$ cat config.mk
export PLATFORM = sky130hd
export DESIGN_NAME = gat_feat_streamer
export DESIGN_NICKNAME = d
export VERILOG_FILES = /design/src/rtl/gat_feat_streamer_pkg.sv /design/src/rtl/gat_feat_fifo.sv /design/src/rtl/gat_feat_streamer.sv
export SDC_FILE = /design/constraint.sdc
export NUM_CORES = 1
export LEC_CHECK = 0
export ABC_AREA = 1
export CORE_ASPECT_RATIO = 1.2
export CORE_MARGIN = 8
export CORE_UTILIZATION = 52
export DETAILED_ROUTE_END_ITERATION = 8
export GPL_ROUTABILITY_DRIVEN = 1
export PLACE_DENSITY = 0.71
export SETUP_SLACK_MARGIN = 0.15
export SLEW_MARGIN = 10
export SYNTH_ARGS = -nofsm -noshare
export SYNTH_HDL_FRONTEND = slang
export SYNTH_HIERARCHICAL = 1
export SYNTH_SLANG_ARGS = --single-unit
$ cat constraint.sdc
create_clock -name clk -period 4.35 [get_ports clk]
set_input_delay 0.435 -clock clk [delete_from_list [all_inputs] [get_ports clk]]
set_output_delay 0.435 -clock clk [all_outputs]
set_load 0.05 [all_outputs]
$ cat src/rtl/gat_feat_streamer_pkg.sv
// Shared GAT definitions: dataset sizes, feature-readout defaults and the streamer state type.
package gat_feat_streamer_pkg;

    localparam int NUM_SUBGRAPHS   = 2708;
    localparam int NUM_FEATURE_OUT = 16;

    localparam int GAT_NUM_WORDS   = NUM_SUBGRAPHS * NUM_FEATURE_OUT;
    localparam int GAT_RD_LAT      = 2;
    localparam int GAT_FIFO_DEPTH  = 8;

    typedef enum logic [1:0] {
        ST_IDLE,
        ST_RUN,
        ST_DRAIN,
        ST_DONE
    } stream_state_e;

endpackage

$ cat src/rtl/gat_feat_fifo.sv
// Synchronous first-word-fall-through FIFO with occupancy count; any DEPTH >= 2.
module gat_feat_fifo #(
    parameter  int WIDTH = 33,
    parameter  int DEPTH = 8,
    localparam int CNT_W = $clog2(DEPTH + 1)
) (
    input  logic             clk,
    input  logic             rst_n,
    input  logic             push_i,
    input  logic [WIDTH-1:0] wdata_i,
    input  logic             pop_i,
    output logic [WIDTH-1:0] rdata_o,
    output logic             empty_o,
    output logic [CNT_W-1:0] count_o
);

    localparam int PTR_W = (DEPTH > 1) ? $clog2(DEPTH) : 1;

    logic [WIDTH-1:0] mem_q [DEPTH];
    logic [PTR_W-1:0] wr_ptr_q, wr_ptr_d, rd_ptr_q, rd_ptr_d;
    logic [CNT_W-1:0] count_q, count_d;
    logic             do_push, do_pop;

    always_comb begin
        do_push  = push_i && (count_q != CNT_W'(DEPTH));
        do_pop   = pop_i && (count_q != '0);
        wr_ptr_d = wr_ptr_q;
        rd_ptr_d = rd_ptr_q;
        count_d  = count_q;
        if (do_push) begin
            wr_ptr_d = (wr_ptr_q == PTR_W'(DEPTH - 1)) ? '0 : wr_ptr_q + PTR_W'(1);
        end
        if (do_pop) begin
            rd_ptr_d = (rd_ptr_q == PTR_W'(DEPTH - 1)) ? '0 : rd_ptr_q + PTR_W'(1);
        end
        if (do_push && !do_pop) begin
            count_d = count_q + CNT_W'(1);
        end else if (!do_push && do_pop) begin
            count_d = count_q - CNT_W'(1);
        end
    end

    always_ff @(posedge clk or negedge rst_n) begin
        if (!rst_n) begin
            wr_ptr_q <= '0;
            rd_ptr_q <= '0;
            count_q  <= '0;
        end else begin
            wr_ptr_q <= wr_ptr_d;
            rd_ptr_q <= rd_ptr_d;
            count_q  <= count_d;
        end
    end

    // Storage needs no reset: the head is only observed while count_q is non-zero.
    always_ff @(posedge clk) begin
        if (do_push) begin
            mem_q[wr_ptr_q] <= wdata_i;
        end
    end

    assign rdata_o = mem_q[rd_ptr_q];
    assign empty_o = (count_q == '0);
    assign count_o = count_q;

endmodule

$ cat src/rtl/gat_feat_streamer.sv
// Reads NUM_WORDS feature words from the GAT feature BRAM and streams them out with
// credit-based flow control so the skid FIFO can never overflow.
module gat_feat_streamer
    import gat_feat_streamer_pkg::*;
#(
    parameter  int TOP_WIDTH          = 32,
    parameter  int NEW_FEATURE_WIDTH  = 32,
    parameter  int NUM_WORDS          = GAT_NUM_WORDS,
    parameter  int RD_LAT             = GAT_RD_LAT,
    parameter  int FIFO_DEPTH         = GAT_FIFO_DEPTH,
    localparam int NEW_FEATURE_ADDR_W = $clog2(NUM_WORDS)
) (
    input  logic                          clk,
    input  logic                          rst_n,
    input  logic                          start,
    output logic                          busy,
    output logic                          done,
    output logic [NEW_FEATURE_ADDR_W+1:0] feat_bram_addrb,
    input  logic [NEW_FEATURE_WIDTH-1:0]  feat_bram_dout,
    output logic [TOP_WIDTH-1:0]          m_tdata,
    output logic                          m_tvalid,
    input  logic                          m_tready,
    output logic                          m_tlast
);

    localparam int IDX_W   = (NEW_FEATURE_ADDR_W > 0) ? NEW_FEATURE_ADDR_W : 1;
    localparam int CNT_W   = $clog2(FIFO_DEPTH + 1);
    localparam int ENTRY_W = NEW_FEATURE_WIDTH + 1;
    localparam logic [IDX_W-1:0] LAST_IDX = IDX_W'(NUM_WORDS - 1);

    stream_state_e    state_q, state_d;
    logic [IDX_W-1:0] rd_idx_q, rd_idx_d;
    logic [IDX_W-1:0] addr_q, addr_d;
    logic [RD_LAT-1:0] vld_q, vld_d, lst_q, lst_d;
    logic [CNT_W-1:0] fifo_count;
    logic [ENTRY_W-1:0] fifo_rdata;
    logic             fifo_empty;
    logic             issue, pop;
    logic [IDX_W+1:0] addr_full;
    int               inflight;

    // A read may only be issued when its eventual FIFO slot is already guaranteed.
    always_comb begin
        inflight = 0;
        for (int i = 0; i < RD_LAT; i++) begin
            if (vld_q[i]) inflight = inflight + 1;
        end
        issue = (state_q == ST_RUN) && ((int'(fifo_count) + inflight) < FIFO_DEPTH);
        pop   = m_tvalid && m_tready;

        vld_d[0] = issue;
        lst_d[0] = issue && (rd_idx_q == LAST_IDX);
        for (int i = 1; i < RD_LAT; i++) begin
            vld_d[i] = vld_q[i-1];
            lst_d[i] = lst_q[i-1];
        end
    end

    always_comb begin
        state_d  = state_q;
        rd_idx_d = rd_idx_q;
        addr_d   = addr_q;
        unique case (state_q)
            ST_IDLE: begin
                if (start) begin
                    state_d  = ST_RUN;
                    rd_idx_d = '0;
                end
            end
            ST_RUN: begin
                if (issue) begin
                    addr_d = rd_idx_q;
                    if (rd_idx_q == LAST_IDX) state_d = ST_DRAIN;
                    else rd_idx_d = rd_idx_q + IDX_W'(1);
                end
            end
            ST_DRAIN: begin
                if (pop && m_tlast && (inflight == 0) && (fifo_count == CNT_W'(1))) begin
                    state_d = ST_DONE;
                end
            end
            ST_DONE: state_d = ST_IDLE;
            default: state_d = ST_IDLE;
        endcase
    end

    always_ff @(posedge clk or negedge rst_n) begin
        if (!rst_n) begin
            state_q  <= ST_IDLE;
            rd_idx_q <= '0;
            addr_q   <= '0;
            vld_q    <= '0;
            lst_q    <= '0;
        end else begin
            state_q  <= state_d;
            rd_idx_q <= rd_idx_d;
            addr_q   <= addr_d;
            vld_q    <= vld_d;
            lst_q    <= lst_d;
        end
    end

    gat_feat_fifo #(
        .WIDTH (ENTRY_W),
        .DEPTH (FIFO_DEPTH)
    ) u_fifo (
        .clk     (clk),
        .rst_n   (rst_n),
        .push_i  (vld_q[RD_LAT-1]),
        .wdata_i ({lst_q[RD_LAT-1], feat_bram_dout}),
        .pop_i   (pop),
        .rdata_o (fifo_rdata),
        .empty_o (fifo_empty),
        .count_o (fifo_count)
    );

    // The address bus shows the read being issued, otherwise the last one issued.
    assign addr_full       = {(issue ? rd_idx_q : addr_q), 2'b00};
    assign feat_bram_addrb = addr_full[NEW_FEATURE_ADDR_W+1:0];

    assign m_tvalid = !fifo_empty;
    assign m_tdata  = m_tvalid ? TOP_WIDTH'(fifo_rdata[NEW_FEATURE_WIDTH-1:0]) : '0;
    assign m_tlast  = m_tvalid && fifo_rdata[NEW_FEATURE_WIDTH];
    assign busy     = (state_q != ST_IDLE);
    assign done     = (state_q == ST_DONE);

endmodule

# [After elaboration in Yosys (flattened, before gate mapping)]
# Memories as Yosys holds them, arrays and structs flattened.
# Cells that the tools add are included.
[word_totals] ff_bits=48 ram_bits=264 in_bits=36 output_inout_bits=54 n_memories=1
[mem_list] memory="u_fifo.mem_q" depth=8 width=33 read_ports=1 rd_clocked_by_memory_dff=0 wr=1 line="gat_feat_fifo.sv:19" source="logic [WIDTH-1:0] mem_q [DEPTH];"
[classes] addsub=7 magnitude_cmp=1 eq_ne=13 mux=19 reduce_logical=23
[op_table] op="16-bit two-way mux" count=4
[op_table] op="32-bit two-way mux" count=2
[op_table] op="32-bit by 2-bit adder with 32-bit output, second input constant" count=1
[op_table] op="5-bit by 32-bit adder with 32-bit output" count=1
[op_table] op="32-bit zero test" count=1
[op_table] op="32-bit by 5-bit less-than comparator with 1-bit output, second input constant" count=1
[op_table] op="16-bit one-hot mux with 2 select lines" count=1
[op_table] op="16-bit by 1-bit adder with 16-bit output, second input constant" count=1
[op_table] op="16-bit equality test, second input constant" count=1
[op_table] op="1-bit logical AND" count=11
[op_table] op="2-bit two-way mux" count=4
[op_table] op="4-bit two-way mux" count=2
[op_table] op="2-bit inequality test, second input constant" count=4
[op_table] op="2-bit one-hot mux with 4 select lines" count=1
[op_table] op="4-bit AND reduction" count=2
[op_table] op="3-bit by 1-bit adder with 3-bit output, second input constant" count=2
[op_table] op="3-bit equality test, second input constant" count=2
[op_table] op="3-bit two-way mux" count=2
[op_table] op="2-bit nonzero test" count=3
[op_table] op="4-bit by 1-bit adder with 4-bit output, second input constant" count=1
[op_table] op="2-bit equality test, second input constant" count=2
[op_table] op="4-bit by 1-bit equality test with 1-bit output, second input constant" count=1
[op_table] op="4-bit zero test" count=1
[op_table] op="4-bit inequality test, second input constant" count=1
[op_table] op="other kinds (7)" count=11

# [Depth between registers and ports, before layout]
# Gate-level depths: netlist (run 1).
[depth] ltp_word=8 mapped_depth=15 mapped_depth_nobuf=14

# [By module]
# The synthesis (run 1) kept the hierarchy.
[modules_own_cells] mod="gat_feat_fifo" instances=1 cells_per_inst=1227 area_per_inst_um2=12045.3
[modules_own_cells] mod="gat_feat_streamer" instances=1 cells_per_inst=388 area_per_inst_um2=2512.4

# [Worst setup path before layout (run 1)]
# Ideal clock, no wire load.
[synth_path] kind="register to register" from="register u_fifo.count_q[0] (netlist: u_fifo/count_o[0])" to="memory u_fifo.mem_q[6][0], enable pin" setup_time_ps=465 t_arrival_ps=3098 required_ps=3885 path_slack_ps=788 path_stages_with_launch=6 n_path_buf=1 path_cell_list="dfrtp_1 nor2_1 nand3_1 nand2_1 buf_2 nor3_1"
[synth_between] elab_chain_len=4
[synth_lines] element="from (decl)" line="gat_feat_fifo.sv:21" source="logic [CNT_W-1:0] count_q, count_d;"
[synth_lines] element="from (signal assigned)" line="gat_feat_fifo.sv:51" source="count_q <= count_d;"
[synth_lines] element="4-bit inequality test" line="gat_feat_fifo.sv:25" source="do_push = push_i && (count_q != CNT_W'(DEPTH));"
[synth_lines] element="1-bit logical AND" line="gat_feat_fifo.sv:25"
[synth_lines] element="1-bit two-way mux" line="gat_feat_fifo.sv:57" source="if (do_push) begin"
[synth_lines] element="1-bit two-way mux (implied by the code)" line="gat_feat_fifo.sv:58" source="mem_q[wr_ptr_q] <= wdata_i;"
[synth_lines] element="to (decl)" line="gat_feat_fifo.sv:19"
# No other way between the ends.

# [Final worst setup path (run 1)]
[layout_path] from="register u_fifo.rd_ptr_q[0]" to="output m_tdata[0]"
[layout_between] elab_chain_len=2
[layout_lines] element="from (decl)" line="gat_feat_fifo.sv:20" source="logic [PTR_W-1:0] wr_ptr_q, wr_ptr_d, rd_ptr_q, rd_ptr_d;"
[layout_lines] element="from (signal assigned)" line="gat_feat_fifo.sv:50" source="rd_ptr_q <= rd_ptr_d;"
[layout_lines] element="memory read 8 x 33 bit"
[layout_lines] element="net fifo_rdata[0]" line="gat_feat_streamer.sv:36" source="logic [ENTRY_W-1:0] fifo_rdata;"
[layout_lines] element="32-bit two-way mux" line="gat_feat_streamer.sv:122" source="assign m_tdata = m_tvalid ? TOP_WIDTH'(fifo_rdata[NEW_FEATURE_WIDTH-1:0]) : '0;"
[layout_lines] element="to (decl)" line="gat_feat_streamer.sv:20" source="output logic [TOP_WIDTH-1:0] m_tdata,"
# The timed path passes the listed nets, and every way through them passes these cells.

==> results.yml, run 1 <==
status:
  status: "completed"
power:
  clockPowerShare_pct: 22.5
  combinationalPowerShare_pct: 44.4
  leakagePower_nw: 7.37
  powerDensity_nw_per_um2: 676
  power.switching_mw: 4.74
  p_total_mw: 11.3
  vdd_drop_max_v: 0.000689
  internal_power_mw: 6.56
  seq_power_share_pct: 33.1
  swShare_pct: 42.0
die:
  initial_core_util_pct: 52.5
  die_h_um: 199
  ios: 90
  core_um2: 27700
  row_count: 67
  die_w_um: 169
  dieArea_um2: 33600
detailed_routing:
  dr.pass1.iters: 5
  avgViaCountPerCell: 4.82
  drt_iter0_drc: 661
  num_vias: 10100
  detail-route-antenna-nets: 0
  wirelength_um: 30200
  wl_per_cell_um: 14.4
  drc: 0
global_routing:
  grt-ovfl-total: 0
  antenna_found_initial: 2
  grt.total_usage_pct: 18.2
  grt_pass1_wl_um: 49100
  grt_pass1_vias: 9807
  grt_start_max_net_pins: 102
clock_network:
  cts-root-buf: "clkbuf_16"
  clockBufferDepth: 3
  ctsHtreeMaxLevel: 1
  cts-buffers-inserted: 30
  worstSkewPairLatency_ns: 0.56
  clock-sinks: 312
  cts_tree: "yes"
  post-cts-setup-buffers: 0
  clk_pin_slew_ns: 0.06
layout:
  fin_area_um2: 16700
  n_antenna_cell: 0
  area_growth_pct: 14.8
  final_util_pct: 60.2
  nFillCells: 2318
  drive_above_1_share_pct: 5.53
  num-nets-final: 1751
place:
  place_hpwl_um: 18300
  placed_cell_area_um2: 15700
  place.gp.congestion: 0.872
  portBuffers: 87
timing:
  whs_ns: 0.353
  min_period_ns: 3.71
  maxSlewHeadroom_pct: 38.9
  worstMarginPinSlew_ns: 0.917
  min_period_over_period_pct: 85.3
  fmax_ghz: 0.269
  slew_viol_final: 0
  rsz0062_at_grt: "no"
  fin_skew_ns: 0.0302
  finalSetupTns_ns: 0
  setup_viol: 0
  hold_viol_final: 0
synth:
  synth_area_um2: 14600
  syn_avg_cell_area_um2: 9.01
  ys_types: 33
  yosysTopAreaCell: "edfxtp_1"
  ys_warn_count: 6
  yosys-top-cells-area: "edfxtp_1, nand2_1, nor2_1"
  ys_seq_elements: 312
  synth_edf_count: 264
  syn_inst: 1615
  synth_top_area_share_pct: 54.5
  ys_async_sr_fraction_pct: 15.4
  ys_seq_area_share_pct: 62.7
  synthFlopType: "edfxtp_1"
worst_setup_path:
  worstSetupPathType: "register to primary output"
  start_kind: "register"
  worstPathMaxFanout: 48
  end_kind: "primary output"
  arrival_ns: 3.28
  required_ns: 3.91
flow_run:
  drv_cap: 0
hold_path:
  hp-class: "register to register"
-- routing by layer --
metal | part of all wire, % | up-vias | routed length, um | track usage [%]
met4 | 2.0 | 4 | 607 | 5.36
met2 | 50 | 221 | 15200 | 33.2
met5 | 0.093 | - | 28 | 0
met1 | 42 | 4703 | 12700 | 21.7
li1 | - | 5136 | - | -
met3 | 5.6 | 48 | 1690 | 3.44
-- logic make-up (layout without fill, tap and decap cells) --
| group | after synthesis | in the layout | synth area share (%) |
|---|---|---|---|
| AO/OA/AOI/OAI | 34 | 34 | 1.19 |
| XOR/XNOR | 4 | 4 | 0.241 |
| adder cells (fa/ha/maj) | 17 | 17 | 1.51 |
| buffers and inverters | 273 | 375 | 8.39 |
| flip-flops | 312 | 312 | 62.7 |
| other | 1 | 2 | 0.0258 |
| AND/OR/NAND/NOR | 974 | 974 | 25.9 |
-- final timing paths --
check                                                     from                             end  slack (ns)  cells past startpoint
worst max-delay path            u_fifo/rd_ptr_q[0]$_DFFE_PN0P_                      m_tdata[0]        0.64                     10
worst min-delay path                        lst_q[0]$_DFF_PN0_              lst_q[1]$_DFF_PN0_        0.35                      0
worst max register to register   u_fifo/count_o[0]$_DFFE_PN0P_   u_fifo/count_o[3]$_DFFE_PN0P_        1.32                     13
worst min register to register              lst_q[0]$_DFF_PN0_              lst_q[1]$_DFF_PN0_        0.35                      0
max in group asynchronous                                rst_n  u_fifo/rd_ptr_q[0]$_DFFE_PN0P_        3.41                      3
min in group asynchronous                                rst_n           addr_q[1]$_DFFE_PN0P_        0.50                      3
-- flip-flops by register name, indices dropped and copies added (netlist names) --
name             flops
addr_q              16
u_fifo/mem_q       264
lst_q                2
rd_idx_q            16
u_fifo/count_o       4
u_fifo/wr_ptr_q      3
u_fifo/rd_ptr_q      3
vld_q                2
state_q              2
-- Yosys cell counts, types with 7 or more instances --
| cell type | number |
|---|---|
| buf_2 | 22 |
| buf_4 | 8 |
| buf_6 | 17 |
| clkbuf_1 | 15 |
| dfrtp_1 | 48 |
| edfxtp_1 | 264 |
| ha_1 | 16 |
| inv_1 | 202 |
| nand2_1 | 583 |
| nand3_1 | 18 |
| nand4_1 | 7 |
| nor2_1 | 337 |
| nor3_1 | 14 |
| o21ai_0 | 30 |
-- per-stage QoR --
step	worst slack, ns	std cells
6_report	0.638	2097
4_1_cts	0.353	2097
3_5_place_dp	0.970	2044
5_1_grt	0.415	2097
2_1_floorplan	0.788	1616
3_3_place_gp	1.07	2044
-- power groups by stage --
stage          Combinational, mW  Clock (mW)  Sequential, mW
2_1_floorplan               3.88           0            3.69
3_3_place_gp                4.94           0            3.78
3_5_place_dp                5.03           0            3.80
4_1_cts                     5.06        2.60            3.74
5_1_grt                     5.56        2.71            3.77
6_report                    5.02        2.55            3.74
-- worst max-delay path, cell delays in order, from the launching register on --
cell and delay (ns):
dfrtp_4 0.76, buf_4 0.47, nor2_1 0.10, nor2_1 0.11, nand2_1 0.06, nand2_1 0.06, nand2_1 0.05, nand2_1 0.07
inv_1 0.04, nor2_1 0.14, clkdlybuf4s50_1 0.84
-- cells in the final DEF (no fill, tap or decap), types with 4 or more instances in the layout --
cell type / netlist / routed
o21ai_0: 30 / 30
nor2_1: 337 / 337
clkinv_2: 0 / 4
clkinv_1: 1 / 6
dfrtp_1: 48 / 46
nor3_2: 0 / 8
inv_1: 202 / 202
clkbuf_16: 0 / 30
nor3_1: 14 / 6
nor2_2: 4 / 4
nand2_1: 583 / 583
clkdlybuf4s50_1: 0 / 86
edfxtp_1: 264 / 264
nand4_1: 7 / 7
buf_4: 8 / 26
ha_1: 16 / 16
bufinv_16: 0 / 4
clkbuf_1: 15 / 8
nand3_1: 18 / 18
-- layout make-up --
type                    instances  area [um^2]  area share, %
multi-input cells            1031         4260           25.5
inverters                     207          778           4.66
flip-flops and latches        312         9130           54.6
clock buffers                  38          781           4.67
clock inverters                14          179           1.07
repair buffers                116         1110           6.65
well taps                     379          474           2.84
-- what timing repair did --
item                                    4_1_cts  5_1_grt
endpoints found under the setup margin        0        5
resized for setup                             0        1
hold endpoints to repair                     48        0
hold buffers                                  1        0
Power figures use the tool's default switching activity.
==> inputs of run 2 (changes only) <==
--- a/config.mk
+++ b/config.mk
@@ -11,7 +11,7 @@
 export CORE_UTILIZATION = 52
 export DETAILED_ROUTE_END_ITERATION = 8
 export GPL_ROUTABILITY_DRIVEN = 1
-export PLACE_DENSITY = 0.71
+export PLACE_DENSITY_LB_ADDON = 0.1
 export SETUP_SLACK_MARGIN = 0.15
 export SLEW_MARGIN = 10
 export SYNTH_ARGS = -nofsm -noshare
==> run 2 against run 1 <==
Against the previous run: via count down 0.74%; global-route usage grew 0.13 points; routed wire length is 0.54% higher; combinational power about the same; critical path depth unchanged; non-clock buffer count shrank 5; hold slack lost 0.32 ns; critical path type unchanged; largest cell class unchanged.
==> results.yml, run 2 (synthesis results as in run 1) <==
flow_run:
  drv_cap: 0
clock_network:
  worstSkewPairLatency_ns: 0.50
  clock-sinks: 312
  post-cts-setup-buffers: 0
  ctsHtreeMaxLevel: 2
  cts_tree: "yes"
  ctsHoldBuffers: 0
  cts-root-buf: "clkbuf_16"
  clk_pin_slew_ns: 0.06
  clockBufferDepth: 3
  cts-buffers-inserted: 34
  cts-resized-gates: 0
detailed_routing:
  wirelength_um: 30400
  avgViaCountPerCell: 4.77
  wl_per_cell_um: 14.5
  drc: 0
  detail-route-antenna-nets: 0
  num_vias: 10000
  drt_iter0_drc: 559
  dr.pass1.iters: 4
global_routing:
  antenna_found_initial: 0
  grt.total_usage_pct: 18.4
  grt-ovfl-total: 0
  grt_start_max_net_pins: 88
  grt_pass1_wl_um: 49100
  grt_pass1_vias: 9646
timing:
  finalSetupTns_ns: 0
  hold_viol_final: 0
  worstMarginPinSlew_ns: 0.926
  rsz0062_at_grt: "no"
  fmax_ghz: 0.279
  maxSlewHeadroom_pct: 38.0
  fin_skew_ns: 0.0144
  slew_viol_final: 0
  setup_viol: 0
  min_period_ns: 3.58
  min_period_over_period_pct: 82.4
worst_setup_path:
  end_kind: "primary output"
  path_cells: "buf_4, nor2_1, nor2_1, nand2_1, nand2_1, nand2_1, nand2_1, inv_1, nor2_1, clkdlybuf4s50_1"
  worstSetupPathType: "register to primary output"
  required_ns: 3.91
  r2r_cells: 13
  path_delay_family: "buffers and inverters"
  slowest_stage: "clkdlybuf4s50_1"
  worstPathMaxFanout: 46
  path_buf_inv: 3
  cpMostUsedCell: "nand2_1"
  slowest_delay_ns: 0.81
  cp.depth: 10
  start_kind: "register"
  arrival_ns: 3.15
layout:
  num-nets-final: 1750
  layout_common_cells: "nand2_1, nor2_1, edfxtp_1, inv_1, clkdlybuf4s50_1"
  largestRegisters: "u_fifo/mem_q: 264 flops, addr_q: 16 flops, rd_idx_q: 16 flops"
  drive_above_1_share_pct: 5.98
  mostFrequentLayoutCell: "nand2_1"
  largest_register: "u_fifo/mem_q"
  nFillCells: 2345
  largest_register_ff_count: 264
  area_growth_pct: 16.2
  n_antenna_cell: 0
status:
  status: "completed"
power:
  powerDensity_nw_per_um2: 691
  vdd_drop_max_v: 0.000583
  p_total_mw: 11.7
  leakagePower_nw: 7.46
hold_path:
  hp-class: "primary input to asynchronous set/reset pin"
die:
  row_count: 67
  die_w_um: 169
  dieArea_um2: 33600
  core_um2: 27700
  ios: 90
  die_h_um: 199
  initial_core_util_pct: 52.5
place:
  place.gp.congestion: 0.866
  place_hpwl_um: 17500
  portBuffers: 87
run 2: worst paths after layout:
check / slack, ns / endpoint / from
max: 0.77 / m_tdata[6] / u_fifo/rd_ptr_q[0]$_DFFE_PN0P_
min: 0.03 / state_q[1]$_DFFE_PN0P_ / rst_n
max reg2reg: 1.32 / u_fifo/count_o[3]$_DFFE_PN0P_ / u_fifo/count_o[0]$_DFFE_PN0P_
min reg2reg: 0.35 / lst_q[1]$_DFF_PN0_ / lst_q[0]$_DFF_PN0_
max in group asynchronous: 3.86 / u_fifo/rd_ptr_q[0]$_DFFE_PN0P_ / rst_n
min in group clk: 0.35 / lst_q[1]$_DFF_PN0_ / lst_q[0]$_DFF_PN0_
run 2: through the flow:
step	cell area [um^2]	util [%]	worst slack (ns)	hold slack, ns	cells
floorplan	14600	-	0.788	0.139	1616
global placement	15700	56.7	1.32	0.333	2040
detailed placement	15700	56.7	1.29	0.345	2040
CTS	16900	61.0	0.735	0.0520	2102
global route	16900	61.0	0.515	0.0916	2102
finish	16900	61.0	0.767	0.0309	2102
run 2: worst register-to-register path: stages, from the launching register on:
cell     delay [ns]
dfrtp_1        0.46
nor2_1         0.18
nand3_1        0.15
inv_1          0.60
nor2_1         0.18
nand2_1        0.22
ha_1           0.20
inv_1          0.09
ha_1           0.30
or2_2          0.31
nand2_1        0.07
nand2_1        0.05
nand3_1        0.06
nand2_1        0.06
run 2: area by class of cell:
cell class	count	area [um^2]	share of cell area, %
clock inverter	18	185	1.09
timing repair buffer	111	1110	6.55
clock buffer	44	982	5.81
multi-input combinational	1031	4250	25.1
inverter	207	778	4.60
sequential	312	9130	54.0
tap	379	474	2.80
run 2: layer usage:
layer	global-route usage, %	up-vias	part of all wire [%]	wire length, um
met1	23.3	4633	44	13400
met3	2.96	50	5.1	1540
met4	5.73	0	2.1	627
met2	31.9	208	49	14800
met5	0	-	0	0
li1	-	5146	-	-
run 2: where the power goes:
group	total (mW)	switching [mW]	internal (mW)	leakage, nW
logic	5.02	3.48	1.54	3.85
clock network	2.94	1.11	1.83	0.578
registers	3.72	0.195	3.53	3.03
==> inputs of run 3 (changes only) <==
==> constraint.sdc (replaced) <==
create_clock -name clk -period 3.1 [get_ports clk]
set_input_delay 0.31 -clock clk [delete_from_list [all_inputs] [get_ports clk]]
set_output_delay 0.31 -clock clk [all_outputs]
set_load 0.05 [all_outputs]
==> run 3 against run 2 <==
Against the previous run: sequential power up 40%; sequential share of layout area up 0.092 points; worst setup slack worse by 0.44 ns; sequential cell count unchanged; die area unchanged; register-to-register slack worse by 0.63 ns; clock-buffer cell count down 6.
==> results.yml, run 3 (synthesis results as in run 1) <==
timing:
  rsz0062_at_grt: "yes"
  maxSlewHeadroom_pct: 44.3
  setup_viol: 0
  slew_viol_final: 0
  fmax_ghz: 0.361
  min_period_ns: 2.77
  fin_skew_ns: 0.0208
  hold_viol_final: 0
  worstMarginPinSlew_ns: 0.836
  finalSetupTns_ns: 0
  min_period_over_period_pct: 89.4
global_routing:
  grt_start_max_net_pins: 89
  grt_pass1_wl_um: 48300
  grt.total_usage_pct: 18.0
  antenna_found_initial: 1
  grt-ovfl-total: 0
  grt_pass1_vias: 9591
layout:
  drive_above_1_share_pct: 8.93
  n_antenna_cell: 0
  mostFrequentLayoutCell: "nand2_1"
  largest_register_ff_count: 264
  nFillCells: 2312
  layout_common_cells: "nand2_1, nor2_1, edfxtp_1, inv_1, buf_4"
  num-nets-final: 1755
  multiInputGateArea_um2: 4250
  area_growth_pct: 16.0
  largestRegisters: "u_fifo/mem_q: 264 flops, addr_q: 16 flops, rd_idx_q: 16 flops"
  regArea_um2: 9130
  final_util_pct: 60.9
  largest_register: "u_fifo/mem_q"
place:
  place_hpwl_um: 17600
  place.gp.congestion: 0.865
  portBuffers: 87
worst_setup_path:
  arrival_ns: 2.46
  required_ns: 2.79
  start_kind: "register"
  end_kind: "primary output"
  worstPathMaxFanout: 44
  worstSetupPathType: "register to primary output"
die:
  dieArea_um2: 33600
  initial_core_util_pct: 52.5
  die_w_um: 169
  core_um2: 27700
  row_count: 67
  ios: 90
  die_h_um: 199
detailed_routing:
  dr.pass1.iters: 5
  wirelength_um: 30000
  detail-route-antenna-nets: 0
  wl_per_cell_um: 14.3
  num_vias: 9985
  avgViaCountPerCell: 4.75
  drc: 0
  drt_iter0_drc: 633
power:
  vdd_drop_max_v: 0.000637
  powerDensity_nw_per_um2: 940
  p_total_mw: 15.9
  leakagePower_nw: 7.51
clock_network:
  clk_pin_slew_ns: 0.06
  worstSkewPairLatency_ns: 0.56
  cts-root-buf: "clkbuf_16"
  cts-buffers-inserted: 31
  clock-sinks: 312
  cts_tree: "yes"
  clockBufferDepth: 3
  ctsHtreeMaxLevel: 1
status:
  status: "completed"
hold_path:
  hp-class: "register to register"
flow_run:
  drv_cap: 0
## run 3: cell count changes in the layout (fill, tap and decap cells not counted), moves of 3 or more
cell             previous run  this run
buf_12                      5        22
buf_4                      19        57
clkbuf_1                    4         7
clkbuf_16                  37        31
clkbuf_8                    3         0
clkdlybuf4s50_1            86        36
clkinv_1                    8         5
clkinv_2                    7         4
clkinvlp_4                  0         5
## run 3: path summary, 6_finish.rpt
| check | end | slack, ns | startpoint | cells past startpoint |
|---|---|---|---|---|
| max | feat_bram_addrb[12] | 0.33 | vld_q[0]$_DFF_PN0_ | 9 |
| min | lst_q[1]$_DFF_PN0_ | 0.35 | lst_q[0]$_DFF_PN0_ | 0 |
| max reg2reg | u_fifo/count_o[3]$_DFFE_PN0P_ | 0.69 | u_fifo/count_o[0]$_DFFE_PN0P_ | 13 |
| min reg2reg | lst_q[1]$_DFF_PN0_ | 0.35 | lst_q[0]$_DFF_PN0_ | 0 |
| max in group asynchronous | rd_idx_q[13]$_DFFE_PN0P_ | 2.00 | rst_n | 3 |
| min in group asynchronous | addr_q[1]$_DFFE_PN0P_ | 0.40 | rst_n | 2 |
## run 3: layer usage
metal	up-vias	share of wire (%)	track usage (%)	wire length, um
met5	-	0.043	0	13
met4	2	2.0	5.26	592
met3	48	4.4	2.77	1330
met2	169	50	32.8	15100
met1	4617	43	21.7	13000
li1	5149	-	-	-
## run 3: critical path, stage by stage (launching register included)
cell and delay, ns:
dfrtp_1 0.40, ha_1 0.20, ha_1 0.27, nand2_1 0.06
inv_1 0.04, nand2_1 0.09, nand4_2 0.08, buf_6 0.21
o21ai_0 0.35, buf_12 0.19
## run 3: through the flow
stage	hold WS (ns)	cell area (um^2)	instances	worst slack [ns]
finish	0.355	16900	2104	0.328
global route	0.378	16900	2104	0.132
CTS	0.364	16900	2103	0.215
detailed placement	0.348	15900	2046	0.644
global placement	0.341	15900	2046	0.686
floorplan	0.0144	14600	1616	-0.462
## run 3: what timing repair did
item	in CTS	in global routing
endpoints found under the setup margin	0	28
gates resized for setup	0	1
endpoints found under the hold margin	34	0
hold buffers	1	0
setup buffers	0	1
## run 3: power breakdown
group          total [mW]  internal (mW)  switching [mW]
clock network        3.60           2.08            1.52
registers            5.21           4.95           0.267
logic                7.06           2.14            4.92
## run 3: layout make-up
type	instances	area share [%]
timing repair buffer	119	7.52
multi-input combinational	1031	25.2
inverter	207	4.60
clock inverter	18	1.04
tap	379	2.81
sequential	312	54.1
clock buffer	38	4.75
